**src/rtl/multiword_shift_l_pkg.sv**
```systemverilog
// Shared types for the multiword left shifter: the shift mode selector
// and the sequencing FSM states.
package multiword_shift_l_pkg;

    typedef enum logic [1:0] {
        SHIFT_LOGIC = 2'd0,
        SHIFT_ARITH = 2'd1,
        SHIFT_RCL   = 2'd2,
        SHIFT_ROL   = 2'd3
    } shift_type_t;

    typedef enum logic [1:0] {
        ST_IDLE = 2'd0,
        ST_RUN  = 2'd1,
        ST_TAIL = 2'd2
    } state_t;

endpackage

```
**src/rtl/polyshift_l.sv**
```systemverilog
// Single-word left shifter: logical/arithmetic shift, rotate through a
// (word_width-1)-bit carry field, or plain rotate.
module polyshift_l
    import multiword_shift_l_pkg::*;
#(
    parameter int word_width = 8
) (
    input  shift_type_t                     shift_type,
    input  logic [$clog2(word_width)-1:0]   shift_size,
    input  logic [word_width-1:0]           d_in,
    input  logic [word_width-2:0]           c_in,
    output logic [word_width-1:0]           d_out
);

    localparam int size_width = $clog2(word_width);
    localparam logic [size_width-1:0] max_size = size_width'(word_width - 1);

    logic [word_width-1:0] shl;
    logic [word_width-1:0] fill;
    logic [word_width-1:0] rot_hi;

    // The low shift_size bits are refilled from the top of c_in (RCL) or the
    // top of d_in (ROL); the extra >>1 keeps the shift amount below word_width.
    always_comb begin
        shl    = d_in << shift_size;
        fill   = {1'b0, c_in} >> (max_size - shift_size);
        rot_hi = (d_in >> 1) >> (max_size - shift_size);
        d_out  = shl;
        case (shift_type)
            SHIFT_LOGIC, SHIFT_ARITH: d_out = shl;
            SHIFT_RCL:                d_out = shl | fill;
            default:                  d_out = shl | rot_hi;
        endcase
    end

endmodule

```
**src/rtl/multiword_shift_l.sv**
```systemverilog
// Streams an N-word operand (least-significant word first) through a
// single-word shifter, chaining the bits shifted out of each word into the next.
module multiword_shift_l
    import multiword_shift_l_pkg::*;
#(
    parameter int word_width  = 8,
    parameter int count_width = 8
) (
    input  logic                            clk,
    input  logic                            rst_n,
    input  logic                            start,
    input  shift_type_t                     shift_type,
    input  logic [$clog2(word_width)-1:0]   shift_size,
    input  logic [count_width-1:0]          word_count,
    input  logic [word_width-2:0]           carry_in,
    input  logic                            in_valid,
    output logic                            in_ready,
    input  logic [word_width-1:0]           in_data,
    output logic                            out_valid,
    input  logic                            out_ready,
    output logic [word_width-1:0]           out_data,
    output logic                            out_last,
    output logic [word_width-2:0]           carry_out,
    output logic                            busy,
    output state_t                          dbg_state
);

    // Handshakes: a word moves on any rising edge where valid && ready. A source
    // holds valid and data stable until accepted; ready may depend on the
    // sink's own state and on downstream ready, never on the source's valid.

    state_t                         state;
    shift_type_t                    cfg_type;
    logic [$clog2(word_width)-1:0]  cfg_size;
    logic [count_width-1:0]         cfg_n;
    logic [count_width-1:0]         cnt;
    logic [word_width-2:0]          chain;
    logic [word_width-1:0]          first_word;
    logic [word_width-1:0]          shift_d_in;
    logic [word_width-1:0]          shift_result;
    logic                           out_free;
    logic                           in_fire;
    logic                           is_last;

    assign out_free   = !out_valid || out_ready;
    assign in_ready   = (state == ST_RUN) && out_free;
    assign in_fire    = in_valid && in_ready;
    assign is_last    = (cnt == cfg_n - count_width'(1));
    assign shift_d_in = (state == ST_TAIL) ? first_word : in_data;
    assign busy       = (state != ST_IDLE);
    assign dbg_state  = state;

    polyshift_l #(
        .word_width (word_width)
    ) u_shift (
        .shift_type (SHIFT_RCL),
        .shift_size (cfg_size),
        .d_in       (shift_d_in),
        .c_in       (chain),
        .d_out      (shift_result)
    );

    always_ff @(posedge clk or negedge rst_n) begin
        if (!rst_n) begin
            state      <= ST_IDLE;
            cfg_type   <= SHIFT_LOGIC;
            cfg_size   <= '0;
            cfg_n      <= '0;
            cnt        <= '0;
            chain      <= '0;
            first_word <= '0;
            out_valid  <= 1'b0;
            out_last   <= 1'b0;
            out_data   <= '0;
            carry_out  <= '0;
        end else begin
            if (out_valid && out_ready) begin
                out_valid <= 1'b0;
                out_last  <= 1'b0;
            end
            case (state)
                ST_IDLE: begin
                    if (start && word_count != '0) begin
                        cfg_type <= shift_type;
                        cfg_size <= shift_size;
                        cfg_n    <= word_count;
                        cnt      <= '0;
                        // Left arithmetic shift across words equals logical.
                        chain    <= (shift_type == SHIFT_RCL) ? carry_in : '0;
                        state    <= ST_RUN;
                    end
                end
                ST_RUN: begin
                    if (in_fire) begin
                        cnt   <= cnt + count_width'(1);
                        chain <= in_data[word_width-1:1];
                        // A rotate needs the top word's bits for word 0, so
                        // word 0 is parked and emitted last from TAIL.
                        if (cfg_type == SHIFT_ROL && cnt == '0) begin
                            first_word <= in_data;
                        end else begin
                            out_data  <= shift_result;
                            out_valid <= 1'b1;
                            out_last  <= is_last && (cfg_type != SHIFT_ROL);
                        end
                        if (is_last) begin
                            if (cfg_type == SHIFT_ROL) begin
                                state <= ST_TAIL;
                            end else begin
                                carry_out <= in_data[word_width-1:1];
                                state     <= ST_IDLE;
                            end
                        end
                    end
                end
                ST_TAIL: begin
                    if (out_free) begin
                        out_data  <= shift_result;
                        out_valid <= 1'b1;
                        out_last  <= 1'b1;
                        carry_out <= chain;
                        state     <= ST_IDLE;
                    end
                end
                default: state <= ST_IDLE;
            endcase
        end
    end

endmodule

```
**config.mk**
```make
export PLATFORM = sky130hd
export DESIGN_NAME = multiword_shift_l
export DESIGN_NICKNAME = d
export VERILOG_FILES = /design/src/rtl/multiword_shift_l_pkg.sv /design/src/rtl/polyshift_l.sv /design/src/rtl/multiword_shift_l.sv
export SDC_FILE = /design/constraint.sdc
export NUM_CORES = 1
export LEC_CHECK = 0
export ABC_AREA = 1
export CAP_MARGIN = 30
export CORE_ASPECT_RATIO = 1.75
export CORE_MARGIN = 2
export CORE_UTILIZATION = 56
export CTS_BUF_LIST = sky130_fd_sc_hd__clkbuf_4 sky130_fd_sc_hd__clkbuf_8
export DETAILED_ROUTE_END_ITERATION = 8
export GPL_TIMING_DRIVEN = 0
export PLACE_DENSITY_LB_ADDON = 0.05
export SYNTH_ARGS = -nofsm -noshare
export SYNTH_HDL_FRONTEND = slang
export SYNTH_SLANG_ARGS = --single-unit
```
**constraint.sdc**
```tcl
create_clock -name clk -period 2.55 [get_ports clk]
set_input_delay 0.255 -clock clk [delete_from_list [all_inputs] [get_ports clk]]
set_output_delay 0.255 -clock clk [all_outputs]
set_load 0.05 [all_outputs]
```
==> run_results.csv, run 1 <==
group,metric,value,unit
final_layout,diodes,0,
critical_path,cp_max_fo,9,
drt,antenna_left,0,
timing,maxSlewHeadroom,56.08,%
critical_path,startpoint_type,"flop",
clocking,cts_resized,0,
timing,fin_skew,0.008569,ns
timing,finalCritPeriodShare,96.10,%
timing,tns,0,ns
drt,drt-initial-drc-count,165,
critical_path,slowest_stage,"clkdlybuf4s50_1",
global_routing,grt_pass1_wl,15170,um
clocking,root_buffer,"clkbuf_8",
flow_run,cap_viol_max_count,0,
outcome,status,"completed",
synthesis,syn_nets,471,
synthesis,seq_area_frac_synth,40.77,%
floorplan,die_x,62.69,um
timing,max_freq,408.1,MHz
clocking,cts_buffers,5,
critical_path,critPathTopFamily,"buffers and inverters",
drt,wl,9129,um
place,preCtsSetupSlack,0.3362,ns
clocking,h-tree-depth,2,
global_routing,grt_max_degree,37,
clocking,clkTransAtPathRegs,0.10,ns
final_layout,fill_cells,521,
synthesis,netlist_area,3376,um2
place,placed_area,4019,um2
clocking,cts_tree,"yes",
floorplan,row_count,37,
critical_path,r2r_cells,14,
critical_path,cp.depth,6,
drt,wl_per_cell,15.93,um
floorplan,core_area,5833,um2
synthesis,yosys_warnings,0,
critical_path,r2r_slack,0.44,ns
place,place.gp.congestion,0.9330,
timing,finalHoldViolCount,0,
timing,setup_viol,0,
floorplan,dieArea,6690,um2
critical_path,r2r-end,"carry_out[3]",
final_layout,multi_input_area,1747,um2
global_routing,grt_usage,29.56,%
floorplan,die_h,106.7,um
critical_path,end_kind,"output pin",
pwr,ir_worst_vdd,0.7094,mV
clocking,holdBufCountCts,1,
synthesis,ys_seq_elements,55,
timing,rsz0062_at_grt,"false",
critical_path,cp.arrival,2.20,ns
synthesis,yosys-top-cells-count,"117 x nand2_1, 55 x dfrtp_1, 42 x nand3_1",
timing,final_max_slew_viol_count,0,
timing,tightestPinTransition,0.6563,ns
final_layout,nets,533,
pwr,p_leak,0.001899,uW
final_layout,fin_area,4118,um2
final_layout,drive_gt1_share,11.92,%
critical_path,crit-reg2reg-launch,"cfg_n[0]",
synthesis,synth_cell_types,44,
critical_path,path_cells,"inv_1, ha_1, buf_6, inv_6, nor2_8, clkdlybuf4s50_1",
critical_path,crit_required,2.30,ns
global_routing,grt.overflow.total,0,
final_layout,area_delta_synth_final,21.98,%
critical_path,slowest_delay,0.81,ns
global_routing,first_global_vias,3217,
synthesis,ys.flop_type,"dfrtp_1",
place,place.port_buffers,53,
floorplan,num_io_pins,54,
final_layout,regArea,1376,um2
drt,vias,3167,
clocking,clock_sinks,55,
global_routing,antenna_found_initial,0,
critical_path,critical_path_class,"flop to output pin",
critical_path,crit_start,"dbg_state[1]",
drt,post_drt_via_cell_ratio,5.527,
clocking,clockBufferDepth,2,
timing,fin_crit,2.451,ns
timing,setup_ws,0.09936,ns
synthesis,synth_edf_count,0,
pwr,p_per_area,1275,nW/um2
synthesis,synth_area_leader_cell,"dfrtp_1",
critical_path,endpoint,"in_ready",
synthesis,syn_inst,432,
synthesis,yosysMostFrequentCell,"nand2_1",
clocking,post_cts_buffers,0,
drt,firstDrtPassIters,5,
synthesis,syn_area_per_cell,7.814,um2
synthesis,yosysTopAreaCellShare,40.77,%
final_layout,fin_util,70.59,%
synthesis,async_flop_share,100.0,%
critical_path,critPathBufInv,4,
floorplan,start_util,57.87,%
synthesis,synth_area_leaders,"dfrtp_1 41%, nand2_1 13%, nand3_1 6.2%",
clocking,clk_latency,0.32,ns
place,dpl.hpwl,7282,um
hold_path,hold_class,"input pin to asynchronous set/reset pin",
drt,drc,0,
[final cells by class]
cell class | count | share of cell area (%)
repair buffers | 55 | 13.49
clock inverters | 1 | 0.1215
multi-input cells | 318 | 42.42
well taps | 78 | 2.370
flip-flops and latches | 55 | 33.42
plain buffers | 18 | 2.279
clock buffers | 7 | 2.036
inverters | 41 | 3.859
[metal layers]
layer / share of wire (%) / track usage (%)
met3: 3.0 / 3.673
met5: 0 / 0
met4: 4.2 / 17.62
met1: 35 / 29.24
met2: 58 / 57.37
[cells in the final DEF, fill, tap and decap left out, types with 4 or more instances in the layout]
cell type,n
nand2_1,117
dfrtp_1,55
clkdlybuf4s50_1,52
nand3_1,42
inv_1,33
o21ai_0,29
nor2_1,21
a21oi_1,21
o21ai_1,16
o21ai_2,9
clkbuf_1,8
buf_2,7
nand4_1,7
inv_2,6
ha_1,6
xor2_1,5
nand2_2,5
clkbuf_8,5
nand3_2,4
[per-stage QoR]
stage	hold WS (ns)	power (uW)	std cells
5_1_grt	0.4815	5641	573
2_1_floorplan	-0.04059	3821	432
3_5_place_dp	0.2390	4751	564
3_3_place_gp	0.4614	4675	563
4_1_cts	0.4296	5269	573
6_report	0.4238	5250	573
[registers in the layout, summed over array words and instances (netlist names)]
signal / count
carry_out: 7
cfg_n: 8
cfg_size: 3
cfg_type: 2
chain: 7
cnt: 8
dbg_state: 2
first_word: 8
out_data: 8
out_last: 1
out_valid: 1
[kinds of logic (layout without fill, tap and decap cells)]
kind of cell	Yosys count	in the layout	synth area share (%)
mux	5	5	1.594
xor+xnor	7	7	2.224
simple gates	209	209	28.95
flops	55	55	40.77
buf+inv	59	122	7.487
compound gates	91	91	16.75
fa+ha+maj	6	6	2.224
[worst min-delay path by stage]
stage	startpoint	slack (ns)	to
6_report	rst_n	0.42	cfg_size[1]
5_1_grt	rst_n	0.48	cfg_size[1]
4_1_cts	rst_n	0.43	cfg_size[1]
3_5_place_dp	rst_n	0.24	carry_out[3]
3_3_place_gp	out_data[1]	0.46	out_data[1]
2_1_floorplan	rst_n	-0.04	carry_out[0]
[power by group]
| group | internal [uW] | switching (uW) | total [uW] | leakage [uW] |
|---|---|---|---|---|
| combinational | 1110 | 2160 | 3270 | 0.00115 |
| clock | 215 | 297 | 512 | 0.0000491 |
| sequential | 1230 | 244 | 1470 | 0.000698 |
Note: power is estimated with default switching activity, not from simulation.
==> inputs of run 2 (changes only) <==
Settings changed: CAP_MARGIN 30 to default.
==> run 2 against run 1 <==
  * Global-route usage did not move
  * Combinational power barely moved
  * First-iteration DRC count did not move
  * Non-clock buffer count did not move
  * Utilization did not move
  * Total power did not move
  * Sequential share of layout area did not move
  * Clock skew did not move
  * Sequential cell count did not move
  * Setup slack did not move
  * Sequential power barely moved
  * Fmax did not move
==> run_results.csv, run 2 (same netlist as run 1, synthesis figures left out) <==
group,metric,value,unit
drt,drt-initial-drc-count,165,
timing,rsz0062_at_grt,"false",
critical_path,critical_path_class,"flop to output pin",
place,place.gp.congestion,0.9330,
timing,setup_ws,0.09936,ns
timing,final_max_slew_viol_count,0,
final_layout,layout_commonest_cell,"nand2_1",
timing,finalCritPeriodShare,96.10,%
critical_path,r2r_slack,0.44,ns
final_layout,area_delta_synth_final,21.98,%
timing,hold-worst-slack,0.4238,ns
pwr,p_leak,0.001899,uW
floorplan,core_area,5833,um2
pwr,p_per_area,1275,nW/um2
final_layout,diodes,0,
clocking,h-tree-depth,2,
drt,wl,9129,um
critical_path,startpoint_type,"flop",
final_layout,final_cells,573,
critical_path,slowest_stage,"clkdlybuf4s50_1",
clocking,post_cts_buffers,0,
pwr,ir_worst_vdd,0.7094,mV
floorplan,dieArea,6690,um2
final_layout,fin_area,4118,um2
critical_path,r2r-end,"carry_out[3]",
hold_path,hold_class,"input pin to asynchronous set/reset pin",
drt,wl_per_cell,15.93,um
critical_path,crit-reg2reg-launch,"cfg_n[0]",
drt,antenna_left,0,
timing,max_freq,408.1,MHz
critical_path,crit_required,2.30,ns
pwr,finalPower,5250,uW
place,place_inst,564,
global_routing,grt_max_degree,37,
global_routing,grt_usage,29.56,%
critical_path,slowest_delay,0.81,ns
clocking,cts_buffers,5,
final_layout,nets,533,
drt,drc,0,
global_routing,first_global_vias,3217,
global_routing,grt_pass1_wl,15170,um
final_layout,layout_common_cells,"117 x nand2_1, 55 x dfrtp_1, 52 x clkdlybuf4s50_1, 42 x nand3_1, 33 x inv_1",
critical_path,cp_max_fo,9,
outcome,status,"completed",
place,placed_area,4019,um2
place,dpl.hpwl,7282,um
global_routing,antenna_found_initial,0,
timing,fin_skew,0.008569,ns
final_layout,regArea,1376,um2
timing,fin_crit,2.451,ns
final_layout,multi_input_area,1747,um2
drt,post_drt_via_cell_ratio,5.527,
clocking,root_buffer,"clkbuf_8",
timing,finalHoldViolCount,0,
global_routing,grt.overflow.total,0,
final_layout,drive_gt1_share,11.92,%
floorplan,die_h,106.7,um
floorplan,die_x,62.69,um
clocking,clkTransAtPathRegs,0.10,ns
timing,maxSlewHeadroom,56.08,%
clocking,cts_tree,"yes",
drt,firstDrtPassIters,5,
clocking,clockBufferDepth,2,
floorplan,start_util,57.87,%
critical_path,end_kind,"output pin",
flow_run,cap_viol_max_count,0,
critical_path,r2r_cells,14,
timing,tightestPinTransition,0.6563,ns
timing,setup_viol,0,
floorplan,num_io_pins,54,
clocking,clock_sinks,55,
floorplan,row_count,37,
place,place.port_buffers,53,
clocking,clk_latency,0.32,ns
drt,vias,3167,
final_layout,fill_cells,521,
critical_path,path_cells,"inv_1, ha_1, buf_6, inv_6, nor2_8, clkdlybuf4s50_1",
critical_path,cp.arrival,2.20,ns
place,preCtsSetupSlack,0.3362,ns
-- run 2: cell counts in the layout (fill, tap and decap cells not counted) --
No cell type changed its count.
-- run 2: what timing repair did --
item | in CTS | in global routing
endpoints found under the hold margin | 19 | 0
resized for setup | 0 | 0
hold buffers | 1 | 0
endpoints found under the setup margin | 0 | 0
-- run 2: layer usage --
metal	global-route usage [%]	vias up	part of all wire, %
met2	57.37	84	58
met4	17.62	0	4.2
met3	3.673	25	3.0
li1	-	1557	-
met1	29.24	1501	35
met5	0	-	0
-- run 2: power by group --
| part | internal (uW) | switching, uW |
|---|---|---|
| combinational | 1110 | 2160 |
| sequential | 1230 | 244 |
| clock | 215 | 297 |
-- run 2: cell type report --
type                       instances  share of cell area (%)
inverter                          41                   3.859
timing repair buffer              55                   13.49
clock buffer                       7                   2.036
clock inverter                     1                  0.1215
tap                               78                   2.370
multi-input combinational        318                   42.42
buffer                            18                   2.279
sequential                        55                   33.42
-- run 2: worst max-delay path: cells and delay by family, from the launching register on --
| family | cells | cell delay [ns] |
|---|---|---|
| flip-flops | 1 | 0.42 |
| buffers and inverters | 4 | 1.16 |
| adder cells (fa/ha/maj) | 1 | 0.16 |
| AND/OR/NAND/NOR | 1 | 0.14 |
-- run 2: how the worst max path moves through the flow --
stage | end | slack, ns | cells past startpoint | from
floorplan | carry_out[4] | 0.28 | 12 | dbg_state[0]
finish | in_ready | 0.1 | 6 | dbg_state[1]
global route | in_ready | 0.02 | 6 | dbg_state[1]
global placement | dbg_state[0] | -0.46 | 1 | rst_n
detailed placement | cfg_type[1] | 0.34 | 8 | word_count[1]
CTS | in_ready | 0.08 | 6 | dbg_state[1]
-- run 2: through the flow --
step | util [%] | setup TNS, ns
floorplan | - | 0
global placement | 68.64 | -25.14
detailed placement | 68.90 | 0
CTS | 70.59 | 0
global route | 70.59 | 0
finish | 70.59 | 0
==> inputs of run 3 (changes only) <==
Settings changed: CORE_MARGIN 2 to 10.
==> run 3 against run 2 <==
  * Sequential power is essentially flat
  * Die area up 44%
  * Combinational power about the same
  * Total power up 2.6%
  * Register-to-register slack about the same
  * Clock skew shrank 0.0027 ns
  * Critical path depth decreased by 2
  * Critical path type unchanged
  * Non-clock buffer count is the same
  * Via count is 0.19% lower
  * Global-route usage fell by 8.9 points
==> run_results.csv, run 3 (same netlist as run 1, synthesis figures left out) <==
group,metric,value,unit
timing,fin_skew,0.005837,ns
timing,tns,0,ns
final_layout,area_delta_synth_final,22.91,%
drt,wl,9575,um
drt,post_drt_via_cell_ratio,5.517,
pwr,p_leak,0.001924,uW
timing,max_freq,439.1,MHz
place,place.gp.congestion,0.9077,
hold_path,hold_class,"flop to flop",
clocking,clock_sinks,55,
floorplan,die_h,122.7,um
clocking,post_cts_buffers,0,
drt,drt-initial-drc-count,164,
global_routing,grt.overflow.total,0,
place,place.port_buffers,53,
pwr,p_per_area,1298,nW/um2
drt,antenna_left,0,
critical_path,r2r_cells,7,
timing,maxSlewHeadroom,55.26,%
drt,firstDrtPassIters,4,
timing,final_max_slew_viol_count,0,
global_routing,grt_pass1_wl,15720,um
clocking,h-tree-depth,2,
clocking,clk_latency,0.32,ns
place,dpl.hpwl,7710,um
flow_run,cap_viol_max_count,0,
critical_path,crit_required,2.30,ns
critical_path,startpoint_type,"flop",
clocking,cts_buffers,5,
floorplan,row_count,37,
floorplan,core_area,5879,um2
timing,tightestPinTransition,0.6711,ns
critical_path,path_cells,"inv_1, ha_1, inv_1, clkdlybuf4s50_1",
critical_path,cp_max_fo,4,
clocking,cts_tree,"yes",
global_routing,antenna_found_initial,0,
hold_path,hold_end,"out_data[6]",
place,placed_area,4019,um2
place,preCtsSetupSlack,0.2639,ns
critical_path,slowest_delay,0.82,ns
final_layout,diodes,0,
timing,finalCritPeriodShare,89.31,%
outcome,status,"completed",
critical_path,crit_top_cell,"inv_1",
final_layout,layout_common_cells,"117 x nand2_1, 55 x dfrtp_1, 51 x clkdlybuf4s50_1, 42 x nand3_1, 33 x inv_1",
critical_path,crit-reg2reg-launch,"dbg_state[0]",
floorplan,start_util,57.42,%
final_layout,nets,533,
final_layout,fin_area,4149,um2
critical_path,cp.arrival,2.02,ns
drt,vias,3161,
floorplan,die_x,78.69,um
global_routing,grt_max_degree,30,
critical_path,slowest_stage,"clkdlybuf4s50_1",
clocking,clockBufferDepth,2,
pwr,ir_worst_vdd,0.9827,mV
global_routing,grt_usage,20.65,%
hold_path,hold_depth,2,
pwr,finalPower,5386,uW
critical_path,r2r-end,"cfg_type[1]",
global_routing,first_global_vias,3225,
timing,setup_viol,0,
clocking,root_buffer,"clkbuf_8",
timing,rsz0062_at_grt,"false",
critical_path,critical_path_class,"flop to output pin",
timing,fin_crit,2.277,ns
timing,setup_ws,0.2726,ns
timing,finalHoldViolCount,0,
drt,wl_per_cell,16.71,um
floorplan,num_io_pins,54,
clocking,clkTransAtPathRegs,0.10,ns
final_layout,drive_gt1_share,11.92,%
hold_path,hp-start,"out_data[6]",
critical_path,end_kind,"output pin",
final_layout,layout_commonest_cell,"nand2_1",
critical_path,r2r_slack,0.44,ns
drt,drc,0,
floorplan,dieArea,9656,um2
==> run 3: final cells by class <==
cell class / count / area [um2]
multi-input cells: 318 / 1747
fillers: 502 / 1730
flip-flops and latches: 55 / 1376
repair buffers: 55 / 558.0
inverters: 41 / 158.9
well taps: 78 / 97.59
plain buffers: 18 / 93.84
clock buffers: 6 / 82.58
clock inverters: 2 / 35.03
==> run 3: how the worst max path moves through the flow <==
stage                   from  slack (ns)      endpoint  cells past startpoint
6_report        dbg_state[0]        0.27          busy                      4
5_1_grt         dbg_state[1]        0.20          busy                      4
4_1_cts         dbg_state[1]        0.08      in_ready                      6
3_5_place_dp   word_count[0]        0.26   cfg_type[1]                      8
3_3_place_gp           rst_n       -0.49  dbg_state[1]                      1
2_1_floorplan   dbg_state[0]        0.28  carry_out[4]                     12
==> run 3: metal layers <==
layer	track usage, %	wire (um)
met1	19.20	3302
met2	40.50	5519
met3	3.514	328
met4	11.82	425
met5	0	0
==> run 3: timing repair <==
action / in CTS / in global routing
setup endpoints to repair: 0 / 1
endpoints found under the hold margin: 26 / 0
gates resized for setup: 0 / 1
hold buffers: 1 / 0
==> run 3: stage by stage <==
step | util, % | std cells | hold slack (ns)
floorplan | - | 432 | -0.04059
global placement | 68.10 | 563 | 0.4620
detailed placement | 68.36 | 564 | 0.3236
CTS | 70.53 | 573 | 0.4905
global route | 70.57 | 573 | 0.5146
finish | 70.57 | 573 | 0.4861
==> run 3: critical path, delay by kind of cell, from the launching register on <==
kind | cells | cell delay (ns)
buffers and inverters | 3 | 1.03
DFF | 1 | 0.41
adders and majority gates | 1 | 0.27
==> run 3: power by group <==
group          internal (uW)  switching, uW  total [uW]  leakage (uW)
clock                    318            300         618     0.0000612
combinational           1110           2180        3300       0.00116
sequential              1230            247        1470      0.000698
total                   2660           2730        5390       0.00192
